<file path="config.mk">
export PLATFORM = sky130hd
export DESIGN_NAME = axi_read_arbiter
export DESIGN_NICKNAME = d
export VERILOG_FILES = /design/src/rtl/axi_read_arbiter.sv
export SDC_FILE = /design/constraint.sdc
export NUM_CORES = 1
export LEC_CHECK = 0
export ABC_AREA = 1
export CORE_AREA = 5 5 90 92
export DETAILED_ROUTE_END_ITERATION = 10
export DIE_AREA = 0 0 95 97
export GPL_ROUTABILITY_DRIVEN = 0
export GPL_TIMING_DRIVEN = 0
export PLACE_DENSITY = 0.8
export SETUP_SLACK_MARGIN = 0.2
export SLEW_MARGIN = 0
export SYNTH_ARGS = -nofsm -noshare
export SYNTH_HDL_FRONTEND = slang
export SYNTH_SLANG_ARGS = --single-unit
</file>
<file path="constraint.sdc">
create_clock -name ACLK -period 1.6 [get_ports ACLK]
set_input_delay 0.32 -clock ACLK [delete_from_list [all_inputs] [get_ports ACLK]]
set_output_delay 0.32 -clock ACLK [all_outputs]
set_load 0.01 [all_outputs]
</file>
<file path="src/rtl/axi_read_arbiter.sv">
// rtl/axi_read_arbiter.sv - two-master AXI read-address arbiter, one read outstanding
//
// Purpose: shares the AR path between M0 (IF) and M1 (MEM). A grant is taken at the
// master AR handshake and held until the last R beat of that read is accepted.
// Optional build macro ARB_RR_EN: round-robin on contention (pointer moves on release).
// Without it: fixed priority, M1 over M0.
//
// Ports:
//   ACLK, ARESETn                  clock, async active-low reset
//   ARVALID/ARADDR/ARID/ARLEN/ARSIZE/ARBURST_M0/M1   master AR requests
//   ARREADY_M0/M1                  AR accept to masters (combinational, IDLE only)
//   ARVALID/ARADDR/ARID/ARLEN/ARSIZE/ARBURST_S       registered AR to the decoder
//   ARREADY_S                      decoder accept
//   RVALID_S, RREADY_S, RLAST_S    R handshake of the granted path
//   GRANT_M0/M1                    one-hot owner, 0/0 when idle
module axi_read_arbiter #(
  parameter int ADDR_W = 32,
  parameter int ID_W   = 4,
  parameter int IDS_W  = 8
) (
  input  logic              ACLK,
  input  logic              ARESETn,
  input  logic              ARVALID_M0,
  input  logic [ADDR_W-1:0] ARADDR_M0,
  input  logic [ID_W-1:0]   ARID_M0,
  input  logic [3:0]        ARLEN_M0,
  input  logic [2:0]        ARSIZE_M0,
  input  logic [1:0]        ARBURST_M0,
  output logic              ARREADY_M0,
  input  logic              ARVALID_M1,
  input  logic [ADDR_W-1:0] ARADDR_M1,
  input  logic [ID_W-1:0]   ARID_M1,
  input  logic [3:0]        ARLEN_M1,
  input  logic [2:0]        ARSIZE_M1,
  input  logic [1:0]        ARBURST_M1,
  output logic              ARREADY_M1,
  output logic              ARVALID_S,
  output logic [ADDR_W-1:0] ARADDR_S,
  output logic [IDS_W-1:0]  ARID_S,
  output logic [3:0]        ARLEN_S,
  output logic [2:0]        ARSIZE_S,
  output logic [1:0]        ARBURST_S,
  input  logic              ARREADY_S,
  input  logic              RVALID_S,
  input  logic              RREADY_S,
  input  logic              RLAST_S,
  output logic              GRANT_M0,
  output logic              GRANT_M1
);

  localparam int TAG_W = IDS_W - ID_W;
  localparam logic [TAG_W-1:0] TAG_M0 = TAG_W'(1);
  localparam logic [TAG_W-1:0] TAG_M1 = TAG_W'(2);

  typedef enum logic [1:0] {IDLE = 2'd0, ADDR = 2'd1, DATA = 2'd2} state_t;

  state_t state;
  logic   pick_m1;
  logic   req_any;
  logic   r_last_hs;

`ifdef ARB_RR_EN
  // 0: M0 wins the next contention, 1: M1 wins it
  logic rr_ptr;
  assign pick_m1 = ARVALID_M1 & (~ARVALID_M0 | rr_ptr);
`else
  assign pick_m1 = ARVALID_M1;
`endif

  assign req_any   = ARVALID_M0 | ARVALID_M1;
  assign r_last_hs = RVALID_S & RREADY_S & RLAST_S;

  // Gated by reset so every output reads 0 while ARESETn is low
  assign ARREADY_M0 = ARESETn & (state == IDLE) & ARVALID_M0 & ~pick_m1;
  assign ARREADY_M1 = ARESETn & (state == IDLE) & pick_m1;

  always_ff @(posedge ACLK or negedge ARESETn) begin
    if (!ARESETn) begin
      state     <= IDLE;
      ARVALID_S <= 1'b0;
      ARADDR_S  <= '0;
      ARID_S    <= '0;
      ARLEN_S   <= '0;
      ARSIZE_S  <= '0;
      ARBURST_S <= '0;
      GRANT_M0  <= 1'b0;
      GRANT_M1  <= 1'b0;
`ifdef ARB_RR_EN
      rr_ptr    <= 1'b0;
`endif
    end else begin
      case (state)
        IDLE: begin
          if (req_any) begin
            ARVALID_S <= 1'b1;
            ARADDR_S  <= pick_m1 ? ARADDR_M1  : ARADDR_M0;
            ARID_S    <= pick_m1 ? {TAG_M1, ARID_M1} : {TAG_M0, ARID_M0};
            ARLEN_S   <= pick_m1 ? ARLEN_M1   : ARLEN_M0;
            ARSIZE_S  <= pick_m1 ? ARSIZE_M1  : ARSIZE_M0;
            ARBURST_S <= pick_m1 ? ARBURST_M1 : ARBURST_M0;
            GRANT_M0  <= ~pick_m1;
            GRANT_M1  <= pick_m1;
            state     <= ADDR;
          end
        end
        ADDR: begin
          if (ARREADY_S) begin
            ARVALID_S <= 1'b0;
            state     <= DATA;
          end
        end
        DATA: begin
          // Release: a request seen in this cycle is not taken; it is acked next cycle in IDLE
          if (r_last_hs) begin
            ARADDR_S  <= '0;
            ARID_S    <= '0;
            ARLEN_S   <= '0;
            ARSIZE_S  <= '0;
            ARBURST_S <= '0;
            GRANT_M0  <= 1'b0;
            GRANT_M1  <= 1'b0;
            state     <= IDLE;
`ifdef ARB_RR_EN
            rr_ptr    <= GRANT_M0;  // favour the master that did not just own the bus
`endif
          end
        end
        default: state <= IDLE;
      endcase
    end
  end

endmodule

</file>
======== Yosys cells after proc, flatten, opt, wreduce, memory -nomap -nowiden ========
Cells that the tools add are included.
word-level totals
  bits in registers ....................... 54
  RAM bits ................................ 0
  bits in latches ......................... 0
  logic and storage cells ................. 59
  bits in read-only memories .............. 0
  memories kept ........................... 0
  input port bits ......................... 98
cells by class
  multipliers ............................. 0
  reduce and logical (&&, ||, !) cells .... 6
  equal/unequal tests ..................... 5
  $lt $le $gt $ge ......................... 0
  divide/modulo/power cells ............... 0
  add/subtract/negate cells ............... 0
  shift operators ......................... 0
  bitwise operators ....................... 8
  muxes and demuxes ....................... 31
operators by type and width
  kind                count
  $mux 32             3
  $pmux 32 s2         1
  $mux 8              2
  $pmux 8 s2          1
  $mux 4              3
  $mux 2              5
  $mux 3              3
  $reduce_and 3->1    3
  $pmux 4 s2          1
  $and 1x1->1         6
  $mux 6              1
  $ne 2x2->1 const B  3
  $pmux 1 s2          3
  $pmux 2 s3          1
  $pmux 3 s2          1
  $mux 1              5
  $pmux 2 s2          1
  $reduce_bool 2->1   2
  $eq 2x1->1 const B  1
  $eq 2x2->1 const B  1
  $logic_not 2->1     1
  $not 1->1           1
  $or 1x1->1          1

======== Longest topological paths before layout ========
Gate-level depths: netlist of run 1.
  word-level depth ........................ 4
  depth in mapped cells ................... 8

======== Worst setup path after synthesis of run 1 ========
Ideal clock, no wire load.
  path kind ............................... reg-to-reg
  from .................................... register state[0]
  to ...................................... register ARADDR_S[11]
  arrival time ............................ 1.184 ns
  setup time .............................. 0.118 ns
  buffers on the path ..................... 3
  slack ................................... 0.298 ns
  cell stages (with the launch flop) ...... 8
  data required time ...................... 1.482 ns
  period minus slack after synthesis ...... 1.302 ns
  path through ............................ dfrtp_1 -> buf_6 -> nor2_2 -> nand2_1 -> buf_2 -> buf_2 -> nand3_1 -> nand2_1
on the way
  longest elaborated chain between the ends .. 3
  elaborated cells between the ends (all ways) .. 7
  those cells by class .................... eq/ne (3); mux (1); reduce/logical (3)
RTL lines
  what                                                              RTL line  text
  start, declared                                                   57        state_t state;
  start signal, assigned                                            79        state <= IDLE;
  start signal, assigned                                            103       state <= ADDR;
  start signal, assigned                                            109       state <= DATA;
  $eq 2x2->1 or $logic_not 2->1 (tied branches)                     92        case (state)
  $ne 2x2->1 (no source line) or $reduce_bool 2->1 (tied branches)  n/a
  $reduce_and 3->1 (no source line)                                 n/a
  end signal, assigned                                              96        ARADDR_S <= pick_m1 ? ARADDR_M1 : ARADDR_M0;
  end, declared                                                     38        output logic [ADDR_W-1:0] ARADDR_S,
Several ways; a longest one is shown, not always the timed one.
A chain may end at the register's enable or synchronous reset.

======== Worst setup path in the final report of run 1 ========
  from .................................... register state[0]
  to ...................................... output ARREADY_M0
on the way
  longest elaborated chain between the ends .. 4
RTL lines
  what                      RTL line  text
  $logic_not 2->1           74        assign ARREADY_M0 = ARESETn & (state == IDLE) & ARVALID_M0 & ~pick_m1;
  $and 1x1->1 (3 in a row)  74
  end, declared             29        output logic ARREADY_M0,
No other way between the ends.

==> flow_summary.ini, run 1 <==
[run_status]
status = complete, no violations

[setup_path]
critPathLaunchType = register
cp_max_fo = 4
critPathCaptureType = primary output
crit_required_ps = 1280
worstReg2RegEnd = ARADDR_S[4]$_DFFE_PN0P_
r2r_start = state[0]$_DFFE_PN0P_
rrSetupSlack_ps = 80
worstPathArrival_ps = 1220
reg2reg_depth = 10
crit_type = reg -> out

[routing]
avgViaCountPerCell = 4.770
postRouteAntennaNets = 0
num_vias = 3167
drt_iter0_drc = 72
drc = 0
wire_per_inst_um = 14.81
drt_wl_total_um = 9832
dr.pass1.iters = 5

[floorplanning]
coreArea_mm2 = 0.007137
rows = 31
fp.dieArea_mm2 = 0.009215
pin_count = 152
dieWidth_um = 95
initial_core_util_pct = 38.46
dieHeight_um = 97

[timing]
rsz0062_at_grt = true
final_hold_viol_count = 0
max-slew-margin-rel_pct = 54.25
finalClockSkew_ps = 7.345
timing.setup.tns_ps = 0
setup_viol = 0
slew_violations = 0
period_share_pct = 96.31
max_freq_mhz = 648.9
finalCriticalPeriod_ps = 1541
worst_slew_pin_slew_ps = 683.9

[yosys]
yosys.area_share.adder_pct = 0
synthTopCellsByArea = dfrtp_1 (46%), nand2_1 (26%), nand3_1 (9.1%), a21oi_1 (8.2%), buf_2 (3.3%)
synth_top_family_by_area = simple AND/OR/NAND/NOR gates
synthMuxAreaShare_pct = 0
synth_xor_xnor_area_share_pct = 0
yosys.area.top_type = dfrtp_1
syn-cell-area_mm2 = 0.002745
async_reset_ff_share_pct = 100.0
synthSimpleGateAreaFrac_pct = 37.69
avgSynthCellArea_um2 = 7.149
synthFlopType = dfrtp_1
synth_seq_cells = 50
yosysMostFrequentCell = nand2_1
synthCells = 384
ys_seq_area_share_pct = 45.58
synth-compound-area-share_pct = 8.523
yosys.area.top_type_share_pct = 45.58
synth_cell_types = 21
synth-edff-count = 0
synth_common_cells = nand2_1 (191), dfrtp_1 (50), nand3_1 (50), a21oi_1 (45), buf_2 (18)
yosys_warnings = 0

[run]
timing.max_cap.violations = 0

[global_route]
gr-total-overflow = 0
grt_usage_pct = 20.29
grt_max_degree = 31
grt_pass1_wl_um = 15100
grt_antenna_before_repair = 0
grt_pass1_vias = 3164

[clocking]
clock-sinks = 50
clockBufferDepth = 2
cts_buffers = 5
clock-root-buffer = clkbuf_8
cts_tree = yes
cts_max_level = 2
clk_latency_ps = 300
clk_pin_slew_ps = 90

[layout]
design_area_mm2 = 0.004931
nets = 662
register_area_mm2 = 0.001252
drive_gt1_share_pct = 21.42
post-route-util_pct = 69.09
area.growth.synth_to_final_pct = 79.63
diodes = 0
nFillCells = 618
multiInputGateArea_mm2 = 0.001451

[min_path]
min_path_type = in -> async

[pwr]
max-vdd-ir-drop_mv = 0.6291
seqPwrFrac_pct = 28.4
internal_power_w = 0.004541
power.net_switching_w = 0.003123
switching_share_pct = 40.75
comb_power_share_pct = 61.5
power.density_mw_per_mm2 = 1554
power.leakage_nw = 2.537
pwr-share-clk_pct = 10.1

[placement]
place_area_mm2 = 0.004369
numPortBuffers = 148
place_hpwl_um = 6872
-- routing by layer --
layer	GRT usage, %	vias to the layer above	share of wire [%]
li1	-	1580	-
met1	26.09	1455	42
met2	33.95	121	49
met3	4.965	11	7.8
met4	4.883	0	1.0
met5	0	-	0
-- cell type report --
class,instances,share of cell area [%]
Tap cell,99,2.512
Sequential cell,50,25.40
Clock buffer,7,1.751
Clock inverter,1,0.1015
Multi-Input combinational cell,298,29.43
Buffer,33,5.963
Timing Repair Buffer,172,34.48
Inverter,4,0.3552
-- per-stage QoR --
step | hold slack, ps | setup WS [ps] | std cells | total power [W]
3_3_place_gp | 460.1 | -2122 | 632 | 0.005850
4_1_cts | 26.16 | 55.95 | 653 | 0.006679
3_5_place_dp | 330.8 | -461.8 | 633 | 0.005939
5_1_grt | 55.01 | -1.383 | 664 | 0.008164
6_report | 34.42 | 59.02 | 664 | 0.007664
2_1_floorplan | 24.41 | 298.0 | 385 | 0.004076
-- worst max path at each step --
stage / to / start / slack, ps
6_report: ARREADY_M0 / state[0]$_DFFE_PN0P_ / 60
3_5_place_dp: ARADDR_S[20]$_DFFE_PN0P_ / RVALID_S / -460
4_1_cts: ARREADY_M0 / state[0]$_DFFE_PN0P_ / 60
5_1_grt: ARREADY_M0 / state[0]$_DFFE_PN0P_ / -1
2_1_floorplan: ARADDR_S[11]$_DFFE_PN0P_ / state[0]$_DFFE_PN0P_ / 300
3_3_place_gp: ARREADY_M0 / ARESETn / -2120
-- logic make-up after synthesis --
kind of cell    after synthesis
other cells                   1
simple gates                250
flops                        50
buf+inv                      37
compound gates               46
-- layout by cell type, fill, tap and decap left out, types with 2 or more instances in the layout --
| cell type | instances |
|---|---|
| nand2_1 | 149 |
| clkdlybuf4s50_1 | 95 |
| dfrtp_1 | 49 |
| dlygate4sd2_1 | 48 |
| nand3_1 | 46 |
| a21oi_1 | 45 |
| nand2_2 | 37 |
| buf_4 | 18 |
| buf_2 | 16 |
| buf_6 | 8 |
| clkbuf_8 | 7 |
| nand2_4 | 6 |
| buf_8 | 6 |
| nand3_2 | 4 |
| buf_12 | 4 |
| clkbuf_16 | 4 |
| nor2_1 | 3 |
| clkbuf_2 | 2 |
| inv_2 | 2 |
| clkbuf_1 | 2 |
| conb_1 | 2 |
| dlygate4sd3_1 | 2 |
-- worst max-delay path: stages, from the launching register on --
cell and delay, ps:
dfrtp_1 390, buf_6 140, nor2_4 100, nand3_1 70, nor2_1 80, buf_2 130
-- flip-flops by register name, summed over array words and instances, names as in the netlist --
register,count
ARLEN_S,4
ARID_S,6
ARSIZE_S,3
ARADDR_S,32
ARBURST_S,2
ARVALID_S,1
state,2
-- repair_timing --
action	CTS	global route
hold buffers	2	0
setup endpoints to repair	95	51
hold endpoints to repair	6	0
gates resized for setup	83	74
pin swaps	2	28
setup buffers	9	7
gates cloned	1	4
-- power by group through the flow --
stage	sequential (W)	clock (W)	combinational, W
after floorplan	0.00235	0	0.00173
after global placement	0.00210	0	0.00375
after detailed placement	0.00212	0	0.00382
after CTS	0.00210	0.000786	0.00380
after global routing	0.00224	0.000822	0.00510
final	0.00218	0.000775	0.00471
Power figures use the tool's default switching activity.
==> inputs of run 2 (changes only) <==
ABC_AREA = unset   (was 1)
CORE_AREA = 5 5 89 91   (was 5 5 90 92)
DIE_AREA = 0 0 94 96   (was 0 0 95 97)
GPL_TIMING_DRIVEN = unset   (was 0)
PLACE_DENSITY = 0.79   (was 0.8)
==> run 2 against run 1 <==
- sequential cell count did not move
- clock skew decreased by 4.4 ps
- highest routed layer unchanged
- die area shrank 2.1%
- setup slack got worse by 20 ps
- final cell count fell by 25%
- sequential power about the same
- synthesized cell count down 37%
- routed wire length is 12% lower
- count of clock-buffer cells in the layout down 1
- register-to-register slack lost 40 ps
- non-clock buffer count shrank 26
==> flow_summary.ini, run 2 <==
[routing]
num_vias = 2549
drt_wl_total_um = 8682
dr.pass1.iters = 4
wire_per_inst_um = 17.43
avgViaCountPerCell = 5.118
drt_iter0_drc = 52
postRouteAntennaNets = 0
drc = 0

[floorplanning]
dieHeight_um = 96
dieWidth_um = 94
fp.dieArea_mm2 = 0.009024
rows = 31
coreArea_mm2 = 0.007059
initial_core_util_pct = 36.67
pin_count = 152

[global_route]
grt_antenna_before_repair = 0
gr-total-overflow = 0
grt_usage_pct = 18.74
grt_util_met1_pct = 21.99
grt_pass1_wl_um = 13440
grt.busiest_layer = met2
grt_max_degree = 51
grtUsageMet3_pct = 5.786
grt_use_met2_pct = 33.35
grt_pass1_vias = 2722

[clocking]
clock-sinks = 50
hold_buffers = 0
cts_buffers = 5
cts_max_level = 2
clk_pin_slew_ps = 90
clk_latency_ps = 290
clock-root-buffer = clkbuf_8
cts_tree = yes
clockBufferDepth = 2

[timing]
period_share_pct = 97.57
final_hold_viol_count = 0
rsz0062_at_grt = true
slew_violations = 0
hold_slack_ps = 180.1
max_freq_mhz = 640.6
worst_slew_pin_slew_ps = 635.2
finalClockSkew_ps = 2.921
setup_viol = 0
finalCriticalPeriod_ps = 1561
max-slew-margin-rel_pct = 57.65

[placement]
place_hpwl_um = 6333
place_inst = 482
numPortBuffers = 149

[yosys]
synth-edff-count = 0
synthTopCellsByArea = dfrtp_1 (48%), mux2i_1 (17%), o22ai_1 (11%), o21ai_1 (8.7%), buf_2 (2.7%)
syn-cell-area_mm2 = 0.002589
yosysMostFrequentCell = dfrtp_1
avgSynthCellArea_um2 = 10.70
synthCells = 242
synth_seq_cells = 50
yosys.area.top_type_share_pct = 48.33
synth_common_cells = dfrtp_1 (50), mux2i_1 (45), o21ai_1 (45), o22ai_1 (45), buf_2 (14)
yosys.area.top_type = dfrtp_1
synth_cell_types = 27
yosys_warnings = 0
ys_seq_area_share_pct = 48.33
synthFlopType = dfrtp_1
async_reset_ff_share_pct = 100.0

[min_path]
min_path_type = in -> async

[layout]
largest_reg_flops = 32
area.growth.synth_to_final_pct = 75.21
nFillCells = 610
largest-register = ARADDR_S
layout_common_cells = clkdlybuf4s50_1 (95), dfrtp_1 (50), dlygate4sd2_1 (50), mux2i_1 (45), o21ai_1 (43)
fin_cells = 498
diodes = 0
final_common_cell = clkdlybuf4s50_1
nets = 498
drive_gt1_share_pct = 16.79
top_regs = ARADDR_S (32), ARID_S (6), ARLEN_S (4)

[setup_path]
cpMostUsedCell = buf_6
worstPathArrival_ps = 1770
critPathCaptureType = register
path_cells = nor2_2 > buf_4 > buf_6 > buf_6 > buf_6 > buf_6 > o21ai_4 > buf_6 > buf_16 > o22ai_4
crit_required_ps = 1810
critPathLaunchType = register
crit_type = reg -> reg
cp_slowest_cell = dfrtp_1
critPathMaxStageDelay_ps = 400
cp_max_fo = 5

[run]
timing.max_cap.violations = 0

[run_status]
status = complete, no violations

[pwr]
max-vdd-ir-drop_mv = 0.6870
power.net_switching_w = 0.002565
total_power_w = 0.006813
seqPwrFrac_pct = 32.0
pwr-share-clk_pct = 10.7
internal_power_w = 0.004248
switching_share_pct = 37.65
power.leakage_nw = 2.046
power.density_mw_per_mm2 = 1502
comb_power_share_pct = 57.3
[run 2: cell count changes in the layout (fill, tap and decap cells not counted), sizes merged, moves of 19 or more]
cell,before,now
nand3,51,1
o22ai,0,45
buf,52,33
mux2i,0,45
a21oi,46,3
o21ai,0,49
nand2,192,1
[run 2: routing by layer]
layer	vias up	wire length, µm
li1	1215	-
met2	105	4474
met5	-	0
met4	0	112
met1	1217	3397
met3	12	698
[run 2: repair_timing]
item	CTS	global route
endpoints found under the setup margin	70	47
resized for setup	75	20
gates cloned	2	0
pin swaps	7	7
buffers inserted	8	0
[run 2: worst paths after layout]
check	start	to	slack [ps]	depth (start not counted)
worst max-delay path	state[0]$_DFFE_PN0P_	ARADDR_S[5]$_DFFE_PN0P_	40	10
worst min-delay path	ARESETn	ARSIZE_S[2]$_DFFE_PN0P_	180	2
worst max register to register	state[0]$_DFFE_PN0P_	ARADDR_S[5]$_DFFE_PN0P_	40	10
worst min register to register	ARADDR_S[25]$_DFFE_PN0P_	ARADDR_S[25]$_DFFE_PN0P_	540	2
max in group asynchronous	ARESETn	state[1]$_DFFE_PN0P_	980	2
min in group ACLK	ARADDR_S[25]$_DFFE_PN0P_	ARADDR_S[25]$_DFFE_PN0P_	540	2
[run 2: logic make-up after synthesis]
logic type,share of synthesized area [%]
AO/OA/AOI/OAI,22.04
flip-flops,48.33
AND/OR/NAND/NOR,3.577
multiplexers,17.40
other,0.1449
buffers and inverters,8.506
[run 2: through the flow]
step                      util [%]  setup slack (ps)  cell area [µm²]  TNS [ps]
final                        64.25             38.85             4536         0
after floorplan                  -             300.3             2592         0
after CTS                    62.74             41.92             4429         0
after detailed placement     59.77            -215.4             4219     -2985
after global routing         64.25            -46.54             4536    -648.4
after global placement       59.77            -219.6             4219     -1420
[run 2: power by group through the flow]
stage / registers [W] / logic, W / clock network [W]
after floorplan: 0.00247 / 0.00152 / 0
after global placement: 0.00219 / 0.00353 / 0
after detailed placement: 0.00222 / 0.00363 / 0
after CTS: 0.00218 / 0.00372 / 0.000752
after global routing: 0.00226 / 0.00421 / 0.000792
final: 0.00218 / 0.00390 / 0.000729
[run 2: critical path, delay by kind of cell (launching register included)]
kind / cells / cell delay, ps
simple gates: 1 / 130
flops: 1 / 400
compound gates: 2 / 220
buf+inv: 7 / 730
[run 2: cell type report]
class	instances	area [µm²]	area share, %
clock buffers	6	82.58	1.821
repair buffers	179	1767	38.95
flip-flops and latches	50	1251	27.59
well taps	99	123.9	2.731
inverters	4	15.01	0.3310
multi-input cells	160	1296	28.58
